$ cat src/rtl/regfile_pkg.sv
// Shared constants for the multi-port register file: default sizes, the hardwired
// zero register and which write port wins an address collision.
package regfile_pkg;

  localparam int unsigned DEFAULT_XLEN     = 32;
  localparam int unsigned DEFAULT_NUM_REGS = 32;
  localparam int unsigned ZERO_REG         = 0;

  typedef enum logic {
    WpPort0,
    WpPort1
  } wport_e;

  // Port 1 carries the later pipeline stage, so its value is the younger one.
  localparam wport_e WRITE_PRIO = WpPort1;

endpackage

$ cat src/rtl/regfile_scoreboard.sv
// Per-register pending-write bits: set at issue, cleared at writeback, set wins on a tie.
module regfile_scoreboard
  import regfile_pkg::*;
#(
  parameter int unsigned NUM_REGS = DEFAULT_NUM_REGS,
  parameter int unsigned AW       = $clog2(NUM_REGS)
) (
  input  logic                clk,
  input  logic                reset,
  input  logic                sb_set,
  input  logic [AW-1:0]       sb_addr,
  input  logic                we0,
  input  logic [AW-1:0]       waddr0,
  input  logic                we1,
  input  logic [AW-1:0]       waddr1,
  output logic [NUM_REGS-1:0] busy_vec
);

  logic [NUM_REGS-1:0] busy_q, busy_d;

  always_comb begin
    busy_d = busy_q;
    for (int r = 0; r < NUM_REGS; r++) begin
      if (we0 && waddr0 == AW'(r)) busy_d[r] = 1'b0;
      if (we1 && waddr1 == AW'(r)) busy_d[r] = 1'b0;
      // Applied after the clears: a newly issued producer owns the register.
      if (sb_set && sb_addr == AW'(r)) busy_d[r] = 1'b1;
    end
    busy_d[ZERO_REG] = 1'b0;
  end

  always_ff @(posedge clk or negedge reset) begin
    if (!reset) begin
      busy_q <= '0;
    end else begin
      busy_q <= busy_d;
    end
  end

  assign busy_vec = busy_q;

endmodule

$ cat src/rtl/regfile_mp.sv
// Multi-port integer register file: two write ports, NUM_RD combinational read ports,
// optional write-to-read bypass and a pending-write scoreboard for RAW detection.
module regfile_mp
  import regfile_pkg::*;
#(
  parameter int unsigned XLEN     = DEFAULT_XLEN,
  parameter int unsigned NUM_REGS = DEFAULT_NUM_REGS,
  parameter int unsigned NUM_RD   = 2,
  parameter int unsigned BYPASS   = 1,
  parameter int unsigned AW       = $clog2(NUM_REGS)
) (
  input  logic                   clk,
  input  logic                   reset,
  input  logic [NUM_RD*AW-1:0]   rd_addr,
  output logic [NUM_RD*XLEN-1:0] rd_data,
  output logic [NUM_RD-1:0]      rd_busy,
  input  logic                   we0,
  input  logic [AW-1:0]          waddr0,
  input  logic [XLEN-1:0]        wdata0,
  input  logic                   we1,
  input  logic [AW-1:0]          waddr1,
  input  logic [XLEN-1:0]        wdata1,
  input  logic                   sb_set,
  input  logic [AW-1:0]          sb_addr,
  output logic [NUM_REGS-1:0]    busy_vec
);

  localparam logic PORT1_WINS = (WRITE_PRIO == WpPort1);

  logic [XLEN-1:0] mem [NUM_REGS];

  // Entry 0 is cleared by reset and never written, so it synthesises to a constant.
  always_ff @(posedge clk or negedge reset) begin
    if (!reset) begin
      for (int r = 0; r < NUM_REGS; r++) mem[r] <= '0;
    end else begin
      for (int r = 1; r < NUM_REGS; r++) begin
        if (we0 && waddr0 == AW'(r) && we1 && waddr1 == AW'(r)) begin
          mem[r] <= PORT1_WINS ? wdata1 : wdata0;
        end else if (we1 && waddr1 == AW'(r)) begin
          mem[r] <= wdata1;
        end else if (we0 && waddr0 == AW'(r)) begin
          mem[r] <= wdata0;
        end
      end
    end
  end

  regfile_scoreboard #(
    .NUM_REGS (NUM_REGS),
    .AW       (AW)
  ) u_scoreboard (
    .clk      (clk),
    .reset    (reset),
    .sb_set   (sb_set),
    .sb_addr  (sb_addr),
    .we0      (we0),
    .waddr0   (waddr0),
    .we1      (we1),
    .waddr1   (waddr1),
    .busy_vec (busy_vec)
  );

  for (genvar i = 0; i < NUM_RD; i++) begin : g_rd
    logic [AW-1:0]   addr;
    logic [XLEN-1:0] data;
    logic            busy;
    logic            hit0, hit1;

    assign addr = rd_addr[i*AW +: AW];
    assign hit0 = we0 && waddr0 == addr;
    assign hit1 = we1 && waddr1 == addr;

    always_comb begin
      data = mem[addr];
      busy = busy_vec[addr];
      if (BYPASS != 0) begin
        if (hit0 && hit1) begin
          data = PORT1_WINS ? wdata1 : wdata0;
          busy = 1'b0;
        end else if (hit1) begin
          data = wdata1;
          busy = 1'b0;
        end else if (hit0) begin
          data = wdata0;
          busy = 1'b0;
        end
      end
      if (addr == AW'(ZERO_REG)) begin
        data = '0;
        busy = 1'b0;
      end
    end

    assign rd_data[i*XLEN +: XLEN] = data;
    assign rd_busy[i]              = busy;
  end

endmodule

$ cat config.mk
export PLATFORM = sky130hd
export DESIGN_NAME = regfile_mp
export DESIGN_NICKNAME = d
export VERILOG_FILES = /design/src/rtl/regfile_pkg.sv /design/src/rtl/regfile_scoreboard.sv /design/src/rtl/regfile_mp.sv
export SDC_FILE = /design/constraint.sdc
export NUM_CORES = 2
export LEC_CHECK = 0
export ABC_AREA = 1
export BUFFER_PORTS_ARGS = -buffer_cell sky130_fd_sc_hd__buf_2
export CAP_MARGIN = 20
export CELL_PAD_IN_SITES_DETAIL_PLACEMENT = 1
export CELL_PAD_IN_SITES_GLOBAL_PLACEMENT = 1
export CORE_ASPECT_RATIO = 1.5
export CORE_MARGIN = 4
export CORE_UTILIZATION = 46
export CTS_CLUSTER_DIAMETER = 60
export DETAILED_ROUTE_END_ITERATION = 10
export PLACE_DENSITY = 0.88
export SYNTH_ARGS = -nofsm -noshare
export SYNTH_HDL_FRONTEND = slang
export SYNTH_HIERARCHICAL = 1
export SYNTH_SLANG_ARGS = --single-unit
$ cat constraint.sdc
create_clock -name clk -period 1.46 [get_ports clk]
set_input_delay 0 -clock clk [delete_from_list [all_inputs] [get_ports clk]]
set_output_delay 0 -clock clk [all_outputs]
set_load 0.05 [all_outputs]
==> flow_metrics.tcl, run 1 <==
set metrics [dict create \
    synth-edff-count 0 \
    clock_path_buffers 3 \
    dieWidth_um 326 \
    grt_pass1_vias 114000 \
    ys.flop_type "dfrtp_1" \
    cts_made_buffers 112 \
    clkSinkCount 1023 \
    avgSynthCellArea_um2 6.36 \
    place_ws_ps -641 \
    synth.distinct_cells 27 \
    fp-row-count 174 \
    syn_area_um2 69900 \
    grt_pass1_wl_um 809000 \
    yosys-mux-area-fraction 0 \
    synth.most_common_cell "nand2_1" \
    synth_xor_area_frac 0 \
    htree_levels 3 \
    yosysSeqAreaShare 0.366 \
    dp.final_hpwl_um 318000 \
    io_buffers 190 \
    ys_async_sr_fraction 1.00 \
    grt_usage 0.694 \
    root_buffer "clkbuf_16" \
    synth_top_family_by_area "simple AND/OR/NAND/NOR gates" \
    fp.dieH_um 485 \
    start_util 0.465 \
    synthSimpleGateAreaFrac 0.326 \
    grt_max_degree 78 \
    synth-compound-area-share 0.193 \
    placed_area_um2 84800 \
    synthTopCellsByCount "nand2_1 (2,734), nand3_1 (1,873), o21ai_0 (1,854), dfrtp_1 (1,023), inv_1 (948)" \
    syn_nets 11100 \
    outcome "did not finish" \
    routabilityCongestion 1.08 \
    grt_overflow 3 \
    synth_fa_ha_area_frac 0 \
    synth_cells 11000 \
    ios 192 \
    error "[ERROR GRT-0116] Global routing finished with congestion. Check the congestion regions in the DRC Viewer." \
    synth-seq-cells 1023 \
    stop_stage "5_1_grt" \
    yosys.area.top_type "dfrtp_1" \
    yosysTopAreaCellShare 0.366 \
    netlist_top_cells_area "dfrtp_1 (37%), nand2_1 (15%), nand3_1 (13%)" \
    ys_warn_count 70 \
]
==> stage by stage <==
step | utilization | cells
after floorplan | - | 11000
after global placement | 0.563 | 13400
after detailed placement | 0.563 | 13400
after CTS | 0.617 | 13800
==> routing by layer <==
layer / GRT overflow / GRT usage
met5: 0 / 0.186
met4: 2 / 0.698
met3: 0 / 0.490
met2: 1 / 0.893
met1: 0 / 0.699
==> what timing repair did <==
item | 4_1_cts
hold buffers | 112
pin swaps | 348
setup buffers | 60
endpoints found under the setup margin | 97
gates resized for setup | 769
hold endpoints to repair | 2009
==> cell families after synthesis <==
kind of cell / Yosys count
AO/OA/AOI/OAI: 2532
buffers and inverters: 2031
flip-flops: 1023
other: 1
AND/OR/NAND/NOR: 5409
==> inputs of run 2 (changes only) <==
CELL_PAD_IN_SITES_DETAIL_PLACEMENT = not set   (was 1)
CELL_PAD_IN_SITES_GLOBAL_PLACEMENT = not set   (was 1)
CORE_ASPECT_RATIO = not set   (was 1.5)
CORE_UTILIZATION = 40   (was 46)
CTS_CLUSTER_DIAMETER = not set   (was 60)
PLACE_DENSITY = not set   (was 0.88)
PLACE_DENSITY_LB_ADDON = 0.15   (was not set)
==> flow_metrics.tcl, run 2 <==
set metrics [dict create \
    ys.flop_type "dfrtp_1" \
    cp_max_fo 2 \
    drt_first_pass_iters 7 \
    fp.dieH_um 426 \
    final_common_cell "nand2_1" \
    power_density_nw_per_um2 1200 \
    avgSynthCellArea_um2 6.36 \
    wire_per_inst_um 30.5 \
    slowest_delay_ps 360 \
    stdcell_area_um2 98600 \
    ir_drop_mv 1.07 \
    synth_fa_ha_area_frac 0 \
    root_buffer "clkbuf_16" \
    synth-edff-count 0 \
    grt_max_degree 87 \
    dieWidth_um 426 \
    core_area_um2 174000 \
    rsz0062_at_grt "yes" \
    violations "negative setup slack" \
    regToRegSetupSlack_ps 80 \
    outcome "finished, violations left" \
    min_path_type "in -> async" \
    area_growth_syn_to_layout_pct 41.1 \
    max_freq_mhz 426 \
    final_cell_mix "nand2_1 (2,537), o21ai_0 (1,831), nand3_1 (1,331), buf_4 (1,208), dfrtp_1 (1,005)" \
    netlist_top_cells_area "dfrtp_1 (37%), nand2_1 (15%), nand3_1 (13%)" \
    clk_pin_slew_worst_paths_ps 60 \
    ios 192 \
    grt_pass1_wl_um 618000 \
    drt_iter0_markers 14400 \
    htree_levels 4 \
    synth.distinct_cells 27 \
    worstPathCellList "buf_6 > nand2_2 > nor2_2 > nor2_1 > nand2_1 > nand3_4 > nand3_4 > nand3_4 > a21oi_4 > buf_12" \
    final.setup.worst_slack_ps -888 \
    fp-row-count 153 \
    hold_viol 0 \
    start_util 0.402 \
    cpMostUsedCell "nand3_4" \
    drv_slew 0 \
    tightestPinTransition_ps 1190 \
    grt_antenna_before_repair 42 \
    largest_register_ffs 992 \
    nNetsFinal 12100 \
    clock_skew_ps 0 \
    syn_area_um2 69900 \
    vias 91600 \
    grt_usage 0.470 \
    cp_slowest_cell "dfrtp_1" \
    stdcell_count 14500 \
    ys_warn_count 70 \
    routabilityCongestion 1.02 \
    endpoint_kind "output pin" \
    grt_use_met3 0.143 \
    yosysSeqAreaShare 0.366 \
    finalPower_mw 118 \
    dp.final_hpwl_um 300000 \
    clkSinkCount 1023 \
    start_kind "register" \
    synth.most_common_cell "nand2_1" \
    cts_made_buffers 133 \
    busiest_layer "met2" \
    vias_per_cell 6.30 \
    setup_viol 97 \
    placed_area_um2 87300 \
    synth_top_family_by_area "simple AND/OR/NAND/NOR gates" \
    synthSimpleGateAreaFrac 0.326 \
    yosys.area.top_type "dfrtp_1" \
    totalWireLength_um 443000 \
    synth-compound-area-share 0.193 \
    grt_overflow 0 \
    leakage_nw 47.1 \
    drc_errors 0 \
    yosys-mux-area-fraction 0 \
    place_inst 14000 \
    cts_tree "yes" \
    clock_path_buffers 3 \
    min_period_ps 2350 \
    finalCritPeriodShare 1.61 \
    regMostFlops "mem" \
    grt_pass1_vias 84600 \
    arrival_ps 2350 \
    syn_nets 11100 \
    ys_async_sr_fraction 1.00 \
    crit_required_ps 1460 \
    yosysTopAreaCellShare 0.366 \
    synth-seq-cells 1023 \
    clk-insertion-delay-late_ps 800 \
    synth_xor_area_frac 0 \
    synthTopCellsByCount "nand2_1 (2,734), nand3_1 (1,873), o21ai_0 (1,854), dfrtp_1 (1,023), inv_1 (948)" \
    gr-usage-met1 0.588 \
    synth_cells 11000 \
    drv_cap 0 \
    grt_util_met2 0.662 \
    critPathKind "reg -> out" \
    die-area_um2 181000 \
    slew_headroom 0.204 \
    ant_nets 0 \
    drive_above_1_share 0.262 \
    fillCellCount 16400 \
    io_buffers 190 \
]
## run 2: cell type report
| type | count | area [um2] | share of cell area |
|---|---|---|---|
| sequential | 1023 | 25600 | 0.260 |
| multi-input combinational | 7942 | 41400 | 0.419 |
| inverter | 993 | 3780 | 0.0384 |
| tap | 2325 | 2910 | 0.0295 |
| clock inverter | 39 | 390 | 0.00396 |
| timing repair buffer | 1956 | 20400 | 0.207 |
| antenna | 51 | 128 | 0.00129 |
| clock buffer | 198 | 4020 | 0.0408 |
## run 2: power breakdown
| part | internal, mW | leakage [nW] | switching, mW |
|---|---|---|---|
| Clock | 20.0 | 2.19 | 14.4 |
| Sequential | 36.0 | 12.1 | 2.99 |
| Combinational | 18.6 | 32.8 | 26.4 |
| Total | 74.6 | 47.1 | 43.8 |
## run 2: timing repair
action / CTS / global route
pin swaps: 401 / 263
setup buffers: 33 / 40
resized for setup: 827 / 490
endpoints found under the hold margin: 2034 / 11
gates cloned: 0 / 5
endpoints found under the setup margin: 97 / 134
hold buffers: 130 / 1
## run 2: kinds of logic after synthesis
kind of cell           Yosys count
and+or+nand+nor               5409
buffers and inverters         2031
AOI/OAI and AO/OA             2532
DFF                           1023
other                            1
## run 2: final timing paths
kind	startpoint	to	depth (start not counted)
max reg2reg	u_scoreboard/busy_vec[4]$_DFFE_PN0P_	u_scoreboard/busy_vec[4]$_DFFE_PN0P_	4
min	reset	mem[292]$_DFFE_PN0P_	3
min reg2reg	mem[776]$_DFFE_PN0P_	mem[776]$_DFFE_PN0P_	2
max in group asynchronous	reset	mem[229]$_DFFE_PN0P_	4
min in group clk	wdata0[14]	mem[846]$_DFFE_PN0P_	5
max	mem[988]$_DFFE_PN0P_	rd_data[60]	10
## run 2: worst max-delay path, delay by kind of cell, from the launching register on
family	cells	cell delay, ps
AO/OA/AOI/OAI	1	240
flip-flops	1	360
AND/OR/NAND/NOR	7	640
buffers and inverters	2	290
## run 2: metrics by stage
step / util / setup TNS, ps / hold WS, ps / setup slack (ps)
global route: 0.567 / -54660 / 43.7 / -946
CTS: 0.554 / -53390 / 1.50 / -906
floorplan: - / -23.7 / -296 / -12.5
detailed placement: 0.502 / -262600 / -44.7 / -698
finish: 0.568 / -49230 / 33.1 / -888
global placement: 0.502 / -259700 / -41.2 / -669
## run 2: metal layers
layer	up-vias	share of wire
li1	38500	-
met1	43300	0.36
met2	7750	0.40
met3	2036	0.14
met4	8	0.10
met5	-	0.00013
(Power assumes the default switching activity.)
